==> src/rtl/uart_rx_param_if.sv <==
// Received-word handshake bundle: data, valid/ready and per-word error flags.
// The receiver drives the master side and the consumer drives the slave side.
interface uart_rx_param_if #(
    parameter int DATA_BITS = 8
) ();
    logic [DATA_BITS-1:0] rx_data;
    logic                 rx_valid;
    logic                 rx_ready;
    logic                 parity_err;
    logic                 frame_err;
    logic                 overrun_err;

    modport master (
        output rx_data, rx_valid, parity_err, frame_err, overrun_err,
        input  rx_ready
    );

    modport slave (
        input  rx_data, rx_valid, parity_err, frame_err, overrun_err,
        output rx_ready
    );
endinterface

==> src/rtl/uart_rx_param.sv <==
// Oversampling UART receiver with a valid/ready holding register and parity/frame/overrun flags.
// Define UART_RX_MAJORITY_EN for 2-of-3 majority centre sampling (adds one clock of latency).
module uart_rx_param #(
    parameter int OVERSAMPLE = 16,
    parameter int DATA_BITS  = 8,
    parameter int PARITY     = 1,
    parameter int STOP_BITS  = 1
) (
    input  logic            clk,
    input  logic            rst,
    input  logic            rxd,
    uart_rx_param_if.master rx_if,
    output logic            busy
);
    localparam int CW = $clog2(OVERSAMPLE);
    localparam int BW = $clog2(DATA_BITS + 1);
    localparam logic [CW-1:0] CNT_LAST  = CW'(OVERSAMPLE - 1);
    localparam logic [BW-1:0] DATA_LAST = BW'(DATA_BITS - 1);
    localparam logic [BW-1:0] STOP_LAST = BW'(STOP_BITS - 1);

    typedef enum logic [2:0] {S_IDLE, S_START, S_DATA, S_PARITY, S_STOP} state_e;

    state_e               state_q, state_d;
    logic [CW-1:0]        cnt_q, cnt_d;
    logic [BW-1:0]        bit_cnt_q, bit_cnt_d;
    logic [DATA_BITS-1:0] shreg_q, shreg_d;
    logic                 par_flag_q, par_flag_d;
    logic                 frm_flag_q, frm_flag_d;
    logic                 sync1_q, sync1_d;
    logic                 rxs_q, rxs_d;
    logic                 rxs_prev_q, rxs_prev_d;

    logic [DATA_BITS-1:0] rx_data_q, rx_data_d;
    logic                 rx_valid_q, rx_valid_d;
    logic                 parity_err_q, parity_err_d;
    logic                 frame_err_q, frame_err_d;
    logic                 overrun_err_q, overrun_err_d;

    logic fall, strobe, bit_end, smp, par_exp, done;

    // Synchroniser flops reset high so a reset release never looks like a start edge.
    always_comb begin
        sync1_d    = rxd;
        rxs_d      = sync1_q;
        rxs_prev_d = rxs_q;
    end

    always_ff @(posedge clk or negedge rst) begin
        if (!rst) begin
            sync1_q    <= 1'b1;
            rxs_q      <= 1'b1;
            rxs_prev_q <= 1'b1;
        end else begin
            sync1_q    <= sync1_d;
            rxs_q      <= rxs_d;
            rxs_prev_q <= rxs_prev_d;
        end
    end

    assign fall = rxs_prev_q & ~rxs_q;

`ifdef UART_RX_MAJORITY_EN
    localparam int SAMPLE_AT = OVERSAMPLE / 2 + 1;
    logic [1:0] hist_q, hist_d;

    always_comb hist_d = {hist_q[0], rxs_q};

    always_ff @(posedge clk or negedge rst) begin
        if (!rst) hist_q <= 2'b11;
        else      hist_q <= hist_d;
    end

    // hist_q holds rxs from the two preceding ticks, so the vote spans centre-1..centre+1.
    assign smp = (hist_q[1] & hist_q[0]) | (hist_q[1] & rxs_q) | (hist_q[0] & rxs_q);
`else
    localparam int SAMPLE_AT = OVERSAMPLE / 2;
    assign smp = rxs_q;
`endif

    assign strobe  = (cnt_q == CW'(SAMPLE_AT));
    assign bit_end = (cnt_q == CNT_LAST);
    assign par_exp = (PARITY == 1) ? ~^shreg_q : ^shreg_q;

    always_ff @(posedge clk or negedge rst) begin
        if (!rst) begin
            state_q    <= S_IDLE;
            cnt_q      <= '0;
            bit_cnt_q  <= '0;
            shreg_q    <= '0;
            par_flag_q <= 1'b0;
            frm_flag_q <= 1'b0;
        end else begin
            state_q    <= state_d;
            cnt_q      <= cnt_d;
            bit_cnt_q  <= bit_cnt_d;
            shreg_q    <= shreg_d;
            par_flag_q <= par_flag_d;
            frm_flag_q <= frm_flag_d;
        end
    end

    always_comb begin
        state_d    = state_q;
        cnt_d      = cnt_q;
        bit_cnt_d  = bit_cnt_q;
        shreg_d    = shreg_q;
        par_flag_d = par_flag_q;
        frm_flag_d = frm_flag_q;
        if (state_q != S_IDLE) cnt_d = bit_end ? '0 : cnt_q + 1'b1;
        unique case (state_q)
            S_IDLE: begin
                if (fall) begin
                    state_d    = S_START;
                    cnt_d      = '0;
                    par_flag_d = 1'b0;
                    frm_flag_d = 1'b0;
                end
            end
            S_START: begin
                if (strobe && smp) begin
                    state_d = S_IDLE;
                end else if (bit_end) begin
                    state_d   = S_DATA;
                    bit_cnt_d = '0;
                end
            end
            S_DATA: begin
                if (strobe) shreg_d = {smp, shreg_q[DATA_BITS-1:1]};
                if (bit_end) begin
                    if (bit_cnt_q == DATA_LAST) begin
                        bit_cnt_d = '0;
                        state_d   = (PARITY != 0) ? S_PARITY : S_STOP;
                    end else begin
                        bit_cnt_d = bit_cnt_q + 1'b1;
                    end
                end
            end
            S_PARITY: begin
                if (strobe) par_flag_d = (smp != par_exp);
                if (bit_end) begin
                    state_d   = S_STOP;
                    bit_cnt_d = '0;
                end
            end
            S_STOP: begin
                if (strobe && !smp) frm_flag_d = 1'b1;
                // Leave straight from the last centre so a start edge half a bit later is caught.
                if (done)         state_d   = S_IDLE;
                else if (bit_end) bit_cnt_d = bit_cnt_q + 1'b1;
            end
            default: state_d = S_IDLE;
        endcase
    end

    always_comb begin
        busy = (state_q != S_IDLE);
        done = (state_q == S_STOP) && strobe && (bit_cnt_q == STOP_LAST);
    end

    always_comb begin
        rx_data_d     = rx_data_q;
        rx_valid_d    = rx_valid_q;
        parity_err_d  = parity_err_q;
        frame_err_d   = frame_err_q;
        overrun_err_d = overrun_err_q;
        if (done) begin
            rx_data_d     = shreg_q;
            rx_valid_d    = 1'b1;
            parity_err_d  = (PARITY != 0) && par_flag_q;
            frame_err_d   = frm_flag_d;
            overrun_err_d = rx_valid_q & ~rx_if.rx_ready;
        end else if (rx_valid_q && rx_if.rx_ready) begin
            rx_valid_d = 1'b0;
        end
    end

    always_ff @(posedge clk or negedge rst) begin
        if (!rst) begin
            rx_data_q     <= '0;
            rx_valid_q    <= 1'b0;
            parity_err_q  <= 1'b0;
            frame_err_q   <= 1'b0;
            overrun_err_q <= 1'b0;
        end else begin
            rx_data_q     <= rx_data_d;
            rx_valid_q    <= rx_valid_d;
            parity_err_q  <= parity_err_d;
            frame_err_q   <= frame_err_d;
            overrun_err_q <= overrun_err_d;
        end
    end

    assign rx_if.rx_data     = rx_data_q;
    assign rx_if.rx_valid    = rx_valid_q;
    assign rx_if.parity_err  = parity_err_q;
    assign rx_if.frame_err   = frame_err_q;
    assign rx_if.overrun_err = overrun_err_q;
endmodule
==> src/flat_wrapper.sv <==
// flat-port wrapper written by rule: the top's interface ports become plain ports
module uart_rx_param_flat 
#(
    parameter int OVERSAMPLE = 16,
    parameter int DATA_BITS  = 8,
    parameter int PARITY     = 1,
    parameter int STOP_BITS  = 1
)
  (clk, rst, rxd, busy, rx_if_rx_data, rx_if_rx_valid, rx_if_parity_err, rx_if_frame_err, rx_if_overrun_err, rx_if_rx_ready);
  uart_rx_param_if #(.DATA_BITS(DATA_BITS)) rx_if_i ();
  input  logic clk;
  input  logic rst;
  input  logic rxd;
  output logic busy;
  output wire logic [$bits(rx_if_i.rx_data)-1:0] rx_if_rx_data;
  output wire logic [$bits(rx_if_i.rx_valid)-1:0] rx_if_rx_valid;
  output wire logic [$bits(rx_if_i.parity_err)-1:0] rx_if_parity_err;
  output wire logic [$bits(rx_if_i.frame_err)-1:0] rx_if_frame_err;
  output wire logic [$bits(rx_if_i.overrun_err)-1:0] rx_if_overrun_err;
  input wire logic [$bits(rx_if_i.rx_ready)-1:0] rx_if_rx_ready;
  assign rx_if_rx_data = rx_if_i.rx_data;
  assign rx_if_rx_valid = rx_if_i.rx_valid;
  assign rx_if_parity_err = rx_if_i.parity_err;
  assign rx_if_frame_err = rx_if_i.frame_err;
  assign rx_if_overrun_err = rx_if_i.overrun_err;
  assign rx_if_i.rx_ready = rx_if_rx_ready;
  uart_rx_param #(.OVERSAMPLE(OVERSAMPLE), .DATA_BITS(DATA_BITS), .PARITY(PARITY), .STOP_BITS(STOP_BITS)) u_core (.clk(clk), .rst(rst), .rxd(rxd), .rx_if(rx_if_i), .busy(busy));
endmodule
==> config.mk <==
export PLATFORM = sky130hd
export DESIGN_NAME = uart_rx_param_flat
export DESIGN_NICKNAME = d
export VERILOG_FILES = /design/src/rtl/uart_rx_param_if.sv /design/src/rtl/uart_rx_param.sv /design/src/flat_wrapper.sv
export SDC_FILE = /design/constraint.sdc
export NUM_CORES = 1
export LEC_CHECK = 0
export ABC_AREA = 1
export ABC_CLOCK_PERIOD_IN_PS = 1800
export CAP_MARGIN = 20
export CORE_MARGIN = 4
export CORE_UTILIZATION = 35
export DETAILED_ROUTE_END_ITERATION = 8
export GPL_TIMING_DRIVEN = 0
export PLACE_DENSITY = 0.63
export SLEW_MARGIN = 10
export SYNTH_ARGS = -nofsm -noshare
export SYNTH_HDL_FRONTEND = slang
export SYNTH_SLANG_ARGS = --single-unit
==> constraint.sdc <==
create_clock -name clk -period 1.8 [get_ports clk]
set_input_delay 0.36 -clock clk [delete_from_list [all_inputs] [get_ports clk]]
set_output_delay 0.36 -clock clk [all_outputs]
set_load 0.1 [all_outputs]
==> flow_summary.ini <==
[outcome]
outcome = complete, no violations

[setup_path]
timing.reg2reg.worst_path_depth = 9
critical_path_peak_fanout = 6
rrSetupSlack_ns = 0.26
startpoint = u_core.state_q[1]
rr_endpoint = u_core.state_q[1]
critPathCapture = busy
crit-reg2reg-launch = u_core.cnt_q[0]
critPathRequiredTime_ns = 1.44
worst-setup-path-type = flip-flop to output port
timing.critical_path.to_type = output port
data_arrival_critical_path_ns = 1.30
cp-start-kind = flip-flop

[pwr]
switchingPower_mw = 1.07
power_leakage_nw = 1.06
p_seq_share_pct = 39.0
switching_part_of_the_total_pct = 41.1
clockPowerShare_pct = 22.7
power.density_cell_area_mw_per_mm2 = 1190
internal-power_mw = 1.53
ir_worst_vdd_uv = 1130
comb_power_share_pct = 38.3

[grt]
grt.total_usage_pct = 12.5
grt_max_degree = 24
global_route.overflow_total = 0
first_pass_grt_wire_length_um = 6070
grt_pass1_vias = 1356
antenna_found_initial = 0

[sta]
number_of_setup_violations_in_the_final_report = 0
maxSlewHeadroom_pct = 63.4
timing.fmax_mhz = 601
final_min_period_over_clock_period_pct = 92.5
rsz0062_at_grt = false
setup_tns_ns = 0
setup_ws_ns = 0.135
layout_min_cycle_time_ns = 1.66
final_max_slew_viol_count = 0
worst_clock_skew_ns = 0.00845
tightest_slew_ns = 0.552
hold_viol_final = 0
hold_slack_ns = 0.359

[layout]
combined_area_of_the_multi_input_logic_cells_sq_um = 761
final-instance-count-excl-fill = 307
fraction_of_final_layout_cells_with_drive_strength_greater_than_1_pct = 22.1
antenna_cells_inserted = 0
fillerInstances = 467
area.sequential_sq_um = 905
area_growth_pct = 21.7
design.final.nets = 247
fin_area_sq_mm = 0.00219

[floorplanning]
std_cell_rows = 25
chipWidth_um = 79.7
placeableCoreArea_sq_mm = 0.00485
dieArea_sq_mm = 0.00634
die_height_um = 79.7
initial_utilization_pct = 37.1
floorplan.io_pins = 17

[drt]
detail_route.vias_per_cell = 4.50
ant_nets = 0
detailroute.via_count = 1382
wirelength_um = 3480
drc = 0
met3RoutedLength_um = 149
routed-wl-met2_um = 1440
drt_first_iter_violations = 53
maxUsedRoutingLayer = met4
route.detailed.wl_per_inst_um = 11.3
drt-pass1-iter-count = 4
wl_met1_um = 1810

[place]
globalplace.congestion = 0.764
place_area_sq_mm = 0.00206
hpwl_um = 2510
dp_slack_ns = -0.495
portbufs = 16
dp.cells = 298

[worst_hold_path]
min_delay_path_class = flip-flop to flip-flop
hold_start = u_core.rxs_d

[logic_synthesis]
synthArstFlopShare_pct = 100
synthesized_nets = 222
postSynthCellCount = 214
postSynthAreaPerCell_sq_um = 8.40
synth.top_cell.area_share_pct = 46.0
synth_largest_area_cell = dfrtp_1
cells_taking_the_most_area_after_synthesis = dfrtp_1, nand2_1, o21ai_0
yosys_register_bits = 36
number_of_enable_flip_flop_cells_after_synthesis = 0
synth_ff_type = dfrtp_1
ys_seq_area_share_pct = 50.3
synthDistinctLibCells = 25
synth_warnings = 0
mappedNetlistArea_sq_mm = 0.00180

[clock_network]
worstSkewPairLatency_ns = 0.29
clock_tree_from_tritoncts = done
cts_max_level = 2
clockBufferDepth = 2
numCtsBuffers = 5
cts_root_buf = clkbuf_8
setup_fix_buffers_added_after_clock_tree_synthesis = 0
clock_transition_at_the_registers_of_the_reported_paths_ns = 0.07
clock_sinks = 36

[run]
cap_violations = 0
worst min path at each step:
stage | cells past startpoint | to | slack, ns
after CTS | 0 | u_core.rxs_prev_d | 0.36
after global routing | 0 | u_core.rxs_prev_d | 0.36
after global placement | 0 | u_core.rxs_prev_d | 0.35
final | 0 | u_core.rxs_prev_d | 0.36
after detailed placement | 1 | u_core.rx_if.rx_data[6] | 0.29
after floorplan | 0 | u_core.bit_cnt_q[0] | 0.06
metal layers:
layer  GRT usage (%)  up-vias
li1                -      729
met1            16.6      630
met2            18.3       18
met3            3.95        5
met4            6.36        0
met5               0        -
worst max-delay path, stage by stage, from the launching register on:
cell     delay (ns)
dfrtp_1        0.45
inv_1          0.06
nand2_1        0.11
nor2_4         0.06
inv_2          0.11
buf_6          0.23
metrics by stage:
step | util, % | power [mW]
3_3_place_gp | 42.1 | 1.98
6_report | 45.1 | 2.60
3_5_place_dp | 42.6 | 2.00
4_1_cts | 44.9 | 2.60
5_1_grt | 45.1 | 2.81
2_1_floorplan | - | 1.78
sequential cells by signal (all words and copies together) (netlist names):
register	cells
u_core.rx_if.parity_err	1
u_core.cnt_q	4
u_core.rxs_prev_d	1
u_core.rx_if.frame_err	1
u_core.rxs_prev_q	1
u_core.par_flag_q	1
u_core.bit_cnt_q	4
u_core.rx_if.overrun_err	1
u_core.frm_flag_q	1
u_core.rx_if.rx_valid	1
u_core.state_q	3
u_core.shreg_q	8
u_core.rxs_d	1
u_core.rx_if.rx_data	8
final cells by class:
type	instances	share of cell area, %
buffer	3	1.54
clock buffer	8	4.12
inverter	28	4.81
multi-input combinational	147	34.8
sequential	36	41.4
tap	67	3.83
timing repair buffer	18	9.55
what timing repair did:
action | in CTS | in global routing
hold endpoints to repair | 13 | 0
endpoints found under the setup margin | 13 | 1
hold buffers | 1 | 0
cloned | 0 | 0
resized for setup | 43 | 3
logic make-up after synthesis:
family,after synthesis,synth area share (%)
adder cells (fa/ha/maj),4,2.79
XOR/XNOR,3,1.46
flip-flops,36,50.3
AO/OA/AOI/OAI,32,11.6
AND/OR/NAND/NOR,108,26.1
buffers and inverters,31,7.73
power by group through the flow:
stage          Sequential, mW  Clock (mW)  Combinational [mW]
2_1_floorplan            1.09           0               0.691
3_3_place_gp             1.02           0               0.955
3_5_place_dp             1.02           0               0.975
4_1_cts                  1.01       0.606               0.978
5_1_grt                  1.03       0.636                1.14
6_report                 1.02       0.589               0.997
cells in the mapped netlist, types with 2 or more instances:
cell type	instances
o21ai_0	18
buf_6	3
nand2_1	72
ha_1	4
nor2_1	8
dfrtp_1	33
xor2_1	2
nand2_2	5
o21ai_2	9
nand3_1	17
inv_2	5
inv_1	23
dfstp_2	3
layout by cell type, fill, tap and decap left out, types with 6 or more instances in the layout:
cell and count:
inv_1 22, o21ai_2 9, inv_2 6, dfrtp_1 33
nor2_1 7, nand2_1 72, clkdlybuf4s15_2 12, o21ai_0 18
clkbuf_8 6, nand3_1 17
(Power assumes the default switching activity.)
